--- src/rtl/mem_port_arbiter.sv ---
// Round-robin arbiter sharing one single-port synchronous memory between NUM_REQ requesters.
// Each accepted command occupies the port for one CMD cycle, plus one RESP cycle for reads.
module mem_port_arbiter #(
    parameter int NUM_REQ    = 4,
    parameter int DATA_WIDTH = 32,
    parameter int ADDR_WIDTH = 8,
    localparam int LG_W      = $clog2(NUM_REQ)
) (
    input  logic                          clk,
    input  logic                          rst,
    input  logic [NUM_REQ-1:0]            req_valid,
    output logic [NUM_REQ-1:0]            req_ready,
    input  logic [NUM_REQ-1:0]            req_write,
    input  logic [NUM_REQ*ADDR_WIDTH-1:0] req_addr,
    input  logic [NUM_REQ*DATA_WIDTH-1:0] req_wdata,
    output logic [NUM_REQ-1:0]            rsp_valid,
    output logic [DATA_WIDTH-1:0]         rsp_rdata,
    output logic                          mem_en,
    output logic                          mem_we,
    output logic [ADDR_WIDTH-1:0]         mem_addr,
    output logic [DATA_WIDTH-1:0]         mem_wdata,
    input  logic [DATA_WIDTH-1:0]         mem_rdata,
    output logic                          busy,
    output logic [LG_W-1:0]               last_grant
);

    // state | meaning
    // IDLE  | waiting for a valid request, arbitration active
    // CMD   | memory port driven with the captured command
    // RESP  | read data returning to the captured requester
    typedef enum logic [1:0] {IDLE, CMD, RESP} state_t;

    state_t          state;
    logic            cap_write;
    logic [LG_W-1:0] cap_idx;
    logic            found;
    logic [LG_W-1:0] winner;
    logic [LG_W-1:0] cand;

    // Search starts one past the last grant and wraps at NUM_REQ, so
    // indices beyond NUM_REQ-1 are never considered.
    always_comb begin
        found  = 1'b0;
        winner = '0;
        cand   = '0;
        for (int k = 1; k <= NUM_REQ; k++) begin
            cand = LG_W'((int'(last_grant) + k) % NUM_REQ);
            if (!found && req_valid[cand]) begin
                found  = 1'b1;
                winner = cand;
            end
        end
    end

    always_comb begin
        req_ready = '0;
        if (state == IDLE && found)
            req_ready[winner] = 1'b1;
    end

    assign rsp_rdata = (state == RESP) ? mem_rdata : '0;

    always_ff @(posedge clk or posedge rst) begin
        if (rst) begin
            state      <= IDLE;
            last_grant <= LG_W'(NUM_REQ - 1);
            cap_write  <= 1'b0;
            cap_idx    <= '0;
            mem_en     <= 1'b0;
            mem_we     <= 1'b0;
            mem_addr   <= '0;
            mem_wdata  <= '0;
            busy       <= 1'b0;
            rsp_valid  <= '0;
        end else begin
            case (state)
                IDLE: begin
                    rsp_valid <= '0;
                    if (found) begin
                        state      <= CMD;
                        last_grant <= winner;
                        cap_write  <= req_write[winner];
                        cap_idx    <= winner;
                        mem_en     <= 1'b1;
                        mem_we     <= req_write[winner];
                        mem_addr   <= req_addr[winner*ADDR_WIDTH +: ADDR_WIDTH];
                        mem_wdata  <= req_wdata[winner*DATA_WIDTH +: DATA_WIDTH];
                        busy       <= 1'b1;
                    end
                end
                CMD: begin
                    mem_en <= 1'b0;
                    mem_we <= 1'b0;
                    if (cap_write) begin
                        state <= IDLE;
                        busy  <= 1'b0;
                    end else begin
                        state     <= RESP;
                        rsp_valid <= NUM_REQ'(1) << cap_idx;
                    end
                end
                RESP: begin
                    state     <= IDLE;
                    busy      <= 1'b0;
                    rsp_valid <= '0;
                end
                default: begin
                    state     <= IDLE;
                    busy      <= 1'b0;
                    mem_en    <= 1'b0;
                    mem_we    <= 1'b0;
                    rsp_valid <= '0;
                end
            endcase
        end
    end

endmodule

--- config.mk ---
export PLATFORM = sky130hd
export DESIGN_NAME = mem_port_arbiter
export DESIGN_NICKNAME = d
export VERILOG_FILES = /design/src/rtl/mem_port_arbiter.sv
export SDC_FILE = /design/constraint.sdc
export NUM_CORES = 1
export LEC_CHECK = 0
export CAP_MARGIN = 5
export CORE_AREA = 2 2 110 112
export CTS_BUF_LIST = sky130_fd_sc_hd__clkbuf_16
export DETAILED_ROUTE_END_ITERATION = 8
export DIE_AREA = 0 0 112 114
export MAX_ROUTING_LAYER = met4
export PLACE_DENSITY = 0.8
export SLEW_MARGIN = 15
export SYNTH_ARGS = -nofsm -noshare
export SYNTH_HDL_FRONTEND = slang
export SYNTH_SLANG_ARGS = --single-unit
--- constraint.sdc ---
create_clock -name clk -period 5.6 [get_ports clk]
set_input_delay 1.12 -clock clk [delete_from_list [all_inputs] [get_ports clk]]
set_output_delay 1.12 -clock clk [all_outputs]
set_load 0.05 [all_outputs]
Yosys cells after proc, flatten, opt, wreduce, memory -nomap -nowiden
Index checks and enable logic that the tools add are counted.
- memories: 0
- memory bits (read-only): 0
- logic and storage cells: 74
- bits in latches: 0
- input port bits: 202
- register bits after elaboration: 54
- output and inout port bits: 85
- memory bits (writable): 0
- div/mod/pow operators: 0
- bitwise gates (word level): 1
- equality and inequality tests: 5
- muxes and demuxes: 33
- add/sub/neg operators: 4
- shifts and indexed selects: 3
- $lt $le $gt $ge: 6
- reductions and logical operators: 12
- $mul: 0
- operator list (operator ; count):
    indexed part select 128 x 8 -> 32 bit ; 1
    two-way mux 32 bit ; 1
    indexed part select 32 x 6 -> 8 bit ; 1
    < comparator 2 x 3 -> 1 bit, second input constant ; 5
    two-way mux 1 bit ; 13
    two-way mux 2 bit ; 6
    two-way mux 4 bit ; 3
    binary-select mux 1 bit (select 2 bit) ; 5
    != test 2 bit, second input constant ; 3
    case mux 1 bit (2 select lines) ; 3
    AND reduction 2 bit ; 3
    logical AND 1 bit ; 5
    adder 2 x 1 -> 2 bit, second input constant ; 2
    adder 2 bit, second input constant ; 2
    case mux 2 bit (2 select lines) ; 1
    left shift 1 x 2 -> 4 bit, first input constant ; 1
    zero test 1 bit ; 3
    demux 1 bit (select 2 bit) ; 1
    == test 2 x 1 -> 1 bit, second input constant ; 1
    == test 2 bit, second input constant ; 1
    greater-or-equal comparator 2 x 1 -> 1 bit, second input constant ; 1
    zero test 2 bit ; 1
    inverter 1 bit ; 1

Logic depth before layout (Yosys ltp)
- depth after elaboration: 18
- gate-level depth with buffers: 10
- depth with buffers taken out: 6

Least setup slack after synthesis
Ideal clock, no wire load.
- kind: input to output
- start point: in req_valid[1]
- end point: out req_ready[2]
- arrival: 3274 ps
- path buffers: 4
- cell stages on the path: 8
- path slack: 1206 ps
- required time: 4480 ps
- path through: buf_4 > or2_1 > buf_4 > nor3_2 > or3_4 > buf_2 > buf_2 > nor3_1
- longest elaborated chain between the ends: 17
- RTL lines (item ; line ; RTL):
    start: declaration ; 11 ; input logic [NUM_REQ-1:0] req_valid,
    binary-select mux 1 bit (select 2 bit) ; 48 ; if (!found && req_valid[cand]) begin
    two-way mux 1 bit (implied by the code) ; 48 ;
    two-way mux 1 bit ; 48 ;
    zero test 1 bit ; 48 ;
    logical AND 1 bit ; 48 ;
    two-way mux 1 bit ; 48 ;
    zero test 1 bit ; 48 ;
    logical AND 1 bit ; 48 ;
    two-way mux 1 bit ; 48 ;
    zero test 1 bit ; 48 ;
    logical AND 1 bit ; 48 ;
    two-way mux 2 bit ; 48 ;
    < comparator 2 x 3 -> 1 bit (implied by the code) or greater-or-equal comparator 2 x 1 -> 1 bit (tied branches) ; 58 ; req_ready[winner] = 1'b1;
    logical AND 1 bit (implied by the code) ; 58 ;
    two-way mux 1 bit (implied by the code) ; 58 ;
    demux 1 bit (select 2 bit) ; 58 ;
    two-way mux 4 bit (*) ; 57 ; if (state == IDLE && found)
    end: declaration ; 12 ; output logic [NUM_REQ-1:0] req_ready,
Every way passes the cells marked *; elsewhere a longest branch is shown, timed or not. The select of a mux whose other input is x is not followed.

Worst setup path in the final report
- start point: in req_valid[1]
- end point: out req_ready[0]
The elaborated chain is that of the path after synthesis.

==> metrics.md <==
| Metric | Value |
|---|---|
| Fraction of synthesized area in multiplexers | less than 1% |
| Dominant combinational cell family by area after synthesis | compound AO/OA/AOI/OAI gates |
| Setup skew after layout | 0.00694 ns |
| Number of antenna violations at the first check in global routing | 0 |
| Wire length of the first global-routing pass | 23400 um |
| Element type at the critical path start | input port |
| Final sum of negative setup slack | 0 ns |
| Minimum setup slack after placement | between 0.9 and 1 ns |
| Synthesized-area fraction occupied by adder cells | 0% |
| Most common cell after layout, fill and taps aside | sky130_fd_sc_hd__clkdlybuf4s50_1 |
| Number of warnings printed during yosys synthesis | 0 |
| Clk pwr share | 10.7% |
| Clock period minus final worst setup slack | 4.64 ns |
| Cell area after layout | just under 0.007 mm^2 |
| Die boundary height | ~110 um |
| All-Layer GR Usage | 23.4% |
| Peak supply drop | approximately 0.00043 V |
| Fraction of the mapped netlist area in simple logic gates | about 17% |
| Worst Path Max Fanout | 9 |
| Dpl cells | 813 |
| Total wire length after detailed routing | 15300 um |
| Fraction of registers with async set/reset | 100% |
| Input/output buffers | 286 |
| Number of placed I/O pins | ~290 |
| Fraction of the yosys area taken by sequential cells | a little under two fifths |
| Normalized max-slew margin | a little over two fifths |
| Post-layout nets | 875 |
| # fillers | 1045 |
| Number of hold-slack violations in the final timing report | 0 |
| Most used DFF post-synth | sky130_fd_sc_hd__dfrtp_1 |
| Vias/cell | roughly 5.5 |
| Xor/xnor share of the synthesized area | 0% |
| HPWL reported at the end of detailed placement | between 10000 and 15000 um |
| Core ar. | 0.0117 mm^2 |
| Number of design-rule violations left by the first detailed-router iteration | 333 |
| Net switching fraction of the power | between 50% and 60% |
| Total CTS buffers | 5 |
| Internal power | approximately 0.0018 W |
| Design Power | roughly 0.0037 W |
| Power share of the sequential group | about 20% |
| Number of instances in the synthesized netlist | roughly 420 |
| Average footprint of a synthesized cell | 8.59 um^2 |
| Arrival time of the worst setup path | 3.52 ns |
| Number of gates resized after cts | 0 |
| Post-synthesis net count | 623 |
| Reported leakage power | about 2.6 nW |
| Die span in x | approximately 110 um |
| Initial Utilization | between 30% and 40% |
| Critical Path RT | ~4.5 ns |
| Total area of multi-input combinational cells | 0.00204 mm^2 |
| Count of final setup violators | 0 |
| Kind of critical path | in -> out |
| Final-report max-slew violation count | 0 |
| Vias post-DR | ~4500 |
| Category of the worst setup path capture point | output pin |
| Synth-to-Final Area Change | 86.1% |
| Clock-pin slew of the registers on the worst-case setup and hold paths | approximately 0.070 ns |
| Total of hold buffers inserted after clock tree synthesis | 0 |
| Clk sinks | 54 |
| Top library cells by usage in the layout, fill and taps aside | 283 x sky130_fd_sc_hd__clkdlybuf4s50_1, 52 x sky130_fd_sc_hd__dfrtp_1, 45 x sky130_fd_sc_hd__o21ai_0, 42 x sky130_fd_sc_hd__a21oi_1, 41 x sky130_fd_sc_hd__nand3_1 |
| Total number of placement rows | 40 |
| Post-detailed-route count of antenna-violating nets | 0 |
| Placement-stage cell area | around 0.0065 mm^2 |
| Slack of the worst reg-to-reg path | roughly 3.1 ns |
| Final clock period utilization by the worst path | 82.9% |
| Compound-cell area share of the yosys netlist | 37.9% |
| Number of remaining DRC errors | 0 |
| Clk Tree Root Cell | sky130_fd_sc_hd__clkbuf_16 |
| Buffers from clock root to sink, at most | 2 |
| Yosys cell types | 44 |
| Total power density per cell area | around 550 mW/mm^2 |
| Hold WC Path Type | reg -> reg |
| Maximum Capacitance Violations | 0 |
| Slew at the pin closest to its max-slew limit | roughly 0.84 ns |
| Net switching power | 0.00188 W |
| Fraction of final layout cells with drive strength greater than 1 | between 4 and 5% |
| Mapped Area | about 0.0036 mm^2 |
| Average wire per standard cell | 18.7 um |
| Pre-antenna DRT Iters | 5 |
| Combinational cell fraction of total power | 69.0% |
| Weighted congestion reported at the end of routability-driven placement | 0.845 |
| Number of H-tree levels | 2 |
| Pin count of the biggest net entering global routing | 55 |
| Footprint of the flip-flops and latches | 0.00135 mm^2 |
| Count of placed standard cells in the final layout, fillers left out | a little over 800 |
| Final antenna diode count | 0 |
| Number of enable-type register cells in the synthesized netlist | 0 |
| Die area | between 0.01 and 0.015 mm^2 |
| Setup repair after global routing missed its margin | false |
| Outcome | finished, final reports clean |
| Post-layout worst setup margin | between 0.9 and 1 ns |
| Number of storage elements in the synthesis netlist | 54 |
| Clock Latency Late Sink | between 0.2 and 0.3 ns |
| Number of global-route vias before repair | about 4500 |
| Remaining Overflow, GRT | 0 |
| TritonCTS clock tree | done |
| Buffer count from post-CTS setup fixing | 0 |
| Highest clock frequency the design can meet | 215 MHz |
cell type report:
class,instances,share of cell area [%]
Inverter,4,0.223
Timing Repair Buffer,294,43.9
Multi-Input combinational cell,314,30.2
Tap cell,147,2.73
Clock inverter,3,0.948
Sequential cell,54,20.1
Clock buffer,5,1.86
path summary, 6_finish.rpt:
path,from,depth (start not counted),end
max,req_valid[1],6,req_ready[0]
min,state[1],1,busy
max reg2reg,last_grant[1],5,cap_write
min reg2reg,state[1],1,busy
max in group asynchronous,rst,3,mem_wdata[19]
min in group asynchronous,rst,3,mem_wdata[2]
per-layer routing:
| metal | GRT usage, % | vias up | share of wire, % |
|---|---|---|---|
| li1 | - | 2104 | - |
| met1 | 27.6 | 2183 | 40 |
| met2 | 40.8 | 235 | 51 |
| met3 | 4.20 | 25 | 7.6 |
| met4 | 7.48 | 0 | 1.7 |
| met5 | - | - | 0 |
metrics by stage:
step | util (%) | hold slack, ns
global route | 57.5 | 0.527
floorplan | - | 0.448
detailed placement | 55.9 | 0.491
CTS | 57.5 | 0.505
global placement | 55.8 | 0.491
finish | 57.5 | 0.500
cells by family after synthesis:
logic type	after synthesis
AO/OA/AOI/OAI	192
AND/OR/NAND/NOR	120
flip-flops	54
buffers and inverters	53
multiplexers	2
worst max-delay path, stage by stage:
cell and delay (ns):
sky130_fd_sc_hd__clkdlybuf4s50_1 0.66, sky130_fd_sc_hd__or2_1 0.31, sky130_fd_sc_hd__nor3_2 0.09, sky130_fd_sc_hd__or3_4 0.35, sky130_fd_sc_hd__a21oi_1 0.12, sky130_fd_sc_hd__clkdlybuf4s50_1 0.86
cell usage after synthesis (2+ instances only):
cell | n | share of area, %
sky130_fd_sc_hd__o22ai_1 | 2 | 0.35
sky130_fd_sc_hd__nor2b_1 | 3 | 0.52
sky130_fd_sc_hd__dfrtp_1 | 52 | 36
sky130_fd_sc_hd__a21oi_1 | 42 | 5.8
sky130_fd_sc_hd__dfstp_2 | 2 | 1.5
sky130_fd_sc_hd__nor2_1 | 22 | 2.3
sky130_fd_sc_hd__a32oi_1 | 7 | 1.7
sky130_fd_sc_hd__buf_1 | 4 | 0.41
sky130_fd_sc_hd__o22a_1 | 33 | 8.0
sky130_fd_sc_hd__nor3_1 | 4 | 0.55
sky130_fd_sc_hd__and2_1 | 32 | 5.5
sky130_fd_sc_hd__inv_1 | 3 | 0.31
sky130_fd_sc_hd__a21o_1 | 7 | 1.5
sky130_fd_sc_hd__nand2_1 | 10 | 1.0
sky130_fd_sc_hd__a31o_2 | 2 | 0.48
sky130_fd_sc_hd__clkbuf_1 | 24 | 2.5
sky130_fd_sc_hd__nand3_1 | 41 | 5.7
sky130_fd_sc_hd__mux2i_1 | 2 | 0.55
sky130_fd_sc_hd__buf_2 | 16 | 2.2
sky130_fd_sc_hd__o311ai_0 | 2 | 0.48
sky130_fd_sc_hd__buf_4 | 3 | 0.62
sky130_fd_sc_hd__o21ai_0 | 45 | 6.2
sky130_fd_sc_hd__buf_6 | 2 | 0.62
sky130_fd_sc_hd__a31oi_1 | 8 | 1.4
sky130_fd_sc_hd__o21a_1 | 2 | 0.41
sky130_fd_sc_hd__a221o_1 | 33 | 9.1
power groups by stage:
| stage | combinational [W] | clock, W | sequential (W) |
|---|---|---|---|
| CTS | 0.00254 | 0.000404 | 0.000747 |
| detailed placement | 0.00253 | 0 | 0.000753 |
| global placement | 0.00249 | 0 | 0.000741 |
| global route | 0.00267 | 0.000423 | 0.000775 |
| floorplan | 0.00112 | 0 | 0.00131 |
| finish | 0.00254 | 0.000394 | 0.000746 |
state kept, by name (all words and copies together) (netlist names), 2 cells and up:
signal / count
last_grant: 2
state: 2
mem_addr: 8
mem_wdata: 32
cap_idx: 2
rsp_valid: 4
No activity file was read; power rests on OpenSTA's default activity.
==> edit (config.mk and constraints unchanged) <==
Set the parameter `ADDR_WIDTH` to 10 (it was 8).
--- a/src/rtl/mem_port_arbiter.sv
+++ b/src/rtl/mem_port_arbiter.sv
@@ -3,7 +3,7 @@
 module mem_port_arbiter #(
     parameter int NUM_REQ    = 4,
     parameter int DATA_WIDTH = 32,
-    parameter int ADDR_WIDTH = 8,
+    parameter int ADDR_WIDTH = 10,
     localparam int LG_W      = $clog2(NUM_REQ)
 ) (
     input  logic                          clk,
Ports: changed (resized mem_addr and req_addr); port bits go from 287 to 297. No check against the original RTL was run, so the function may have changed too.
==> edit against the original RTL <==
Worst setup slack improved by 0.15 ns; design area grew 11%; critical path depth is 1 higher; sequential cell count rose by 2; via count decreased by 0.33%; non-clock buffer count up 11; worst hold slack improved by 0.0076 ns; die area unchanged; synthesized area rose by 19%; total power is 11% higher; routed wire length up 5.6%; critical path type unchanged; critical endpoint is now req_ready[3]; largest power group unchanged.
==> edit: results (changes against the original RTL) <==
• **status** completed, unchanged
• **Data arrival, critical path** 3.38 ns, was 3.52 ns
• **Overflow after GRT** 0, unchanged
• **total wire length** 16.2 mm, was 15.3 mm
• **largest net degree at the start of global routing** 57, was 55
• **min setup slack post-route** 1.10 ns, was 0.956 ns
• **maximum vdd drop** 0.317 mV, was 0.430 mV
• **number of fillers in the final layout** 962, was 1045
• **Ys Warns** 0, unchanged
• **highest net fanout along the worst path** 27, was 9
• **H-Tree Depth** 2, unchanged
• **leading post-synthesis cells by instance count** sky130_fd_sc_hd__nand2_1, sky130_fd_sc_hd__nor2_1, sky130_fd_sc_hd__dfrtp_1, was sky130_fd_sc_hd__dfrtp_1, sky130_fd_sc_hd__o21ai_0, sky130_fd_sc_hd__a21oi_1
• **Pleak** 3.04 nW, was 2.56 nW
• **P_sw** 2.07 mW, was 1.88 mW
• **post-synthesis sequential area ratio** 0.327, was 0.374
• **Worst-Skew Late Latency** 0.30 ns
• **delay of the slowest cell on the worst path** 0.68 ns, was 0.86 ns
• **worst setup slack for register-to-register paths** 2.98 ns, was 3.12 ns
• **Starting DRT DRC Count** 191, was 333
• **first-pass detailed-route iteration total** 4, was 5
• **WHS** 0.507 ns, was 0.500 ns
• **Final #Nets** 936, was 875
• **largest registers** mem_wdata x32, mem_addr x10, rsp_valid x4, was mem_wdata x32, mem_addr x8, rsp_valid x4
• **number of unique standard cell types used by synthesis** 41, was 44
• **net count after synthesis** 664, was 623
• **port bufs** 296, was 286
• **worst-case headroom to the max-slew limit** 0.502, was 0.439
• **per-cell via count in the routed design** 5.19, was 5.54
• **Async SR Flop Fraction** 1.00, unchanged
• **skew final** 0.0118 ns, was 0.00694 ns
• **share of final-layout standard cells stronger than drive strength 1** 0.186, was 0.0460
• **CTS-repair resized insts** 0, unchanged
• **maximum clock path buffer count** 2, unchanged
• **overall global routing resource usage** 0.247, was 0.234
• **dominant cells by area after synthesis** sky130_fd_sc_hd__dfrtp_1, sky130_fd_sc_hd__mux2_4, sky130_fd_sc_hd__a221oi_2, was sky130_fd_sc_hd__dfrtp_1, sky130_fd_sc_hd__a221o_1, sky130_fd_sc_hd__o22a_1
• **RePlAce Congestion** 0.920, was 0.845
• **number of global-route vias before repair** 4538, was 4546
• **Detailed Place HPWL** 12.5 mm, was 11.2 mm
• **most used flip-flop cell after synthesis** sky130_fd_sc_hd__dfrtp_1, unchanged
• **first-pass GRT wire length** 23.9 mm, was 23.4 mm
==> edit: changes by cell type after synthesis, sizes merged, moves of 33 or more <==
cell    change
o21ai      -36
a221o      -33
nor2       +34
mux2       +42
nand3      -41
a221oi     +42
o22a       -33
nand2      +84
==> edit: path summary, 6_finish.rpt <==
check	cells after the start	startpoint	endpoint
setup / recovery	7	req_valid[3]	req_ready[3]
hold / removal	1	state[1]	busy
setup reg to reg	6	last_grant[0]	mem_addr[6]
hold reg to reg	1	state[1]	busy
max in group asynchronous	3	rst	mem_wdata[30]
min in group asynchronous	3	rst	mem_wdata[8]
==> edit: cells by family after synthesis <==
| kind of cell | count (synthesis) | share of synthesized area |
|---|---|---|
| compound gates | 112 | 0.251 |
| mux | 44 | 0.146 |
| flops | 56 | 0.327 |
| simple gates | 198 | 0.204 |
| buf+inv | 44 | 0.0725 |
==> edit: per-layer routing <==
metal,track usage,share of wire
met1,0.274,0.38
met2,0.444,0.51
met3,0.0499,0.074
met4,0.0870,0.030
met5,-,0
==> edit: layout make-up <==
class / instances / area, um2 / share of cell area
Clock buffer: 5 / 125 / 0.0168
Clock inverter: 3 / 63.8 / 0.00857
Inverter: 4 / 15.0 / 0.00202
Multi-Input combinational cell: 354 / 2590 / 0.347
Sequential cell: 56 / 1400 / 0.188
Tap cell: 147 / 184 / 0.0247
Timing Repair Buffer: 305 / 3070 / 0.412
==> edit: metrics by stage <==
step | utilization | instances | instance area (um2)
finish | 0.636 | 874 | 7450
global route | 0.636 | 874 | 7450
CTS | 0.636 | 874 | 7450
detailed placement | 0.620 | 866 | 7260
global placement | 0.620 | 866 | 7260
floorplan | - | 454 | 4300
==> edit: worst max-delay path, delay by kind of cell <==
| family | cells | cell delay, ns |
|---|---|---|
| simple gates | 4 | 1.02 |
| buf+inv | 3 | 1.23 |
==> edit: power groups by stage <==
stage	clock (mW)	sequential, mW	combinational, mW
floorplan	0	1.37	1.47
global placement	0	0.757	2.88
detailed placement	0	0.771	2.92
CTS	0.412	0.764	2.93
global route	0.427	0.791	3.08
finish	0.404	0.766	2.91
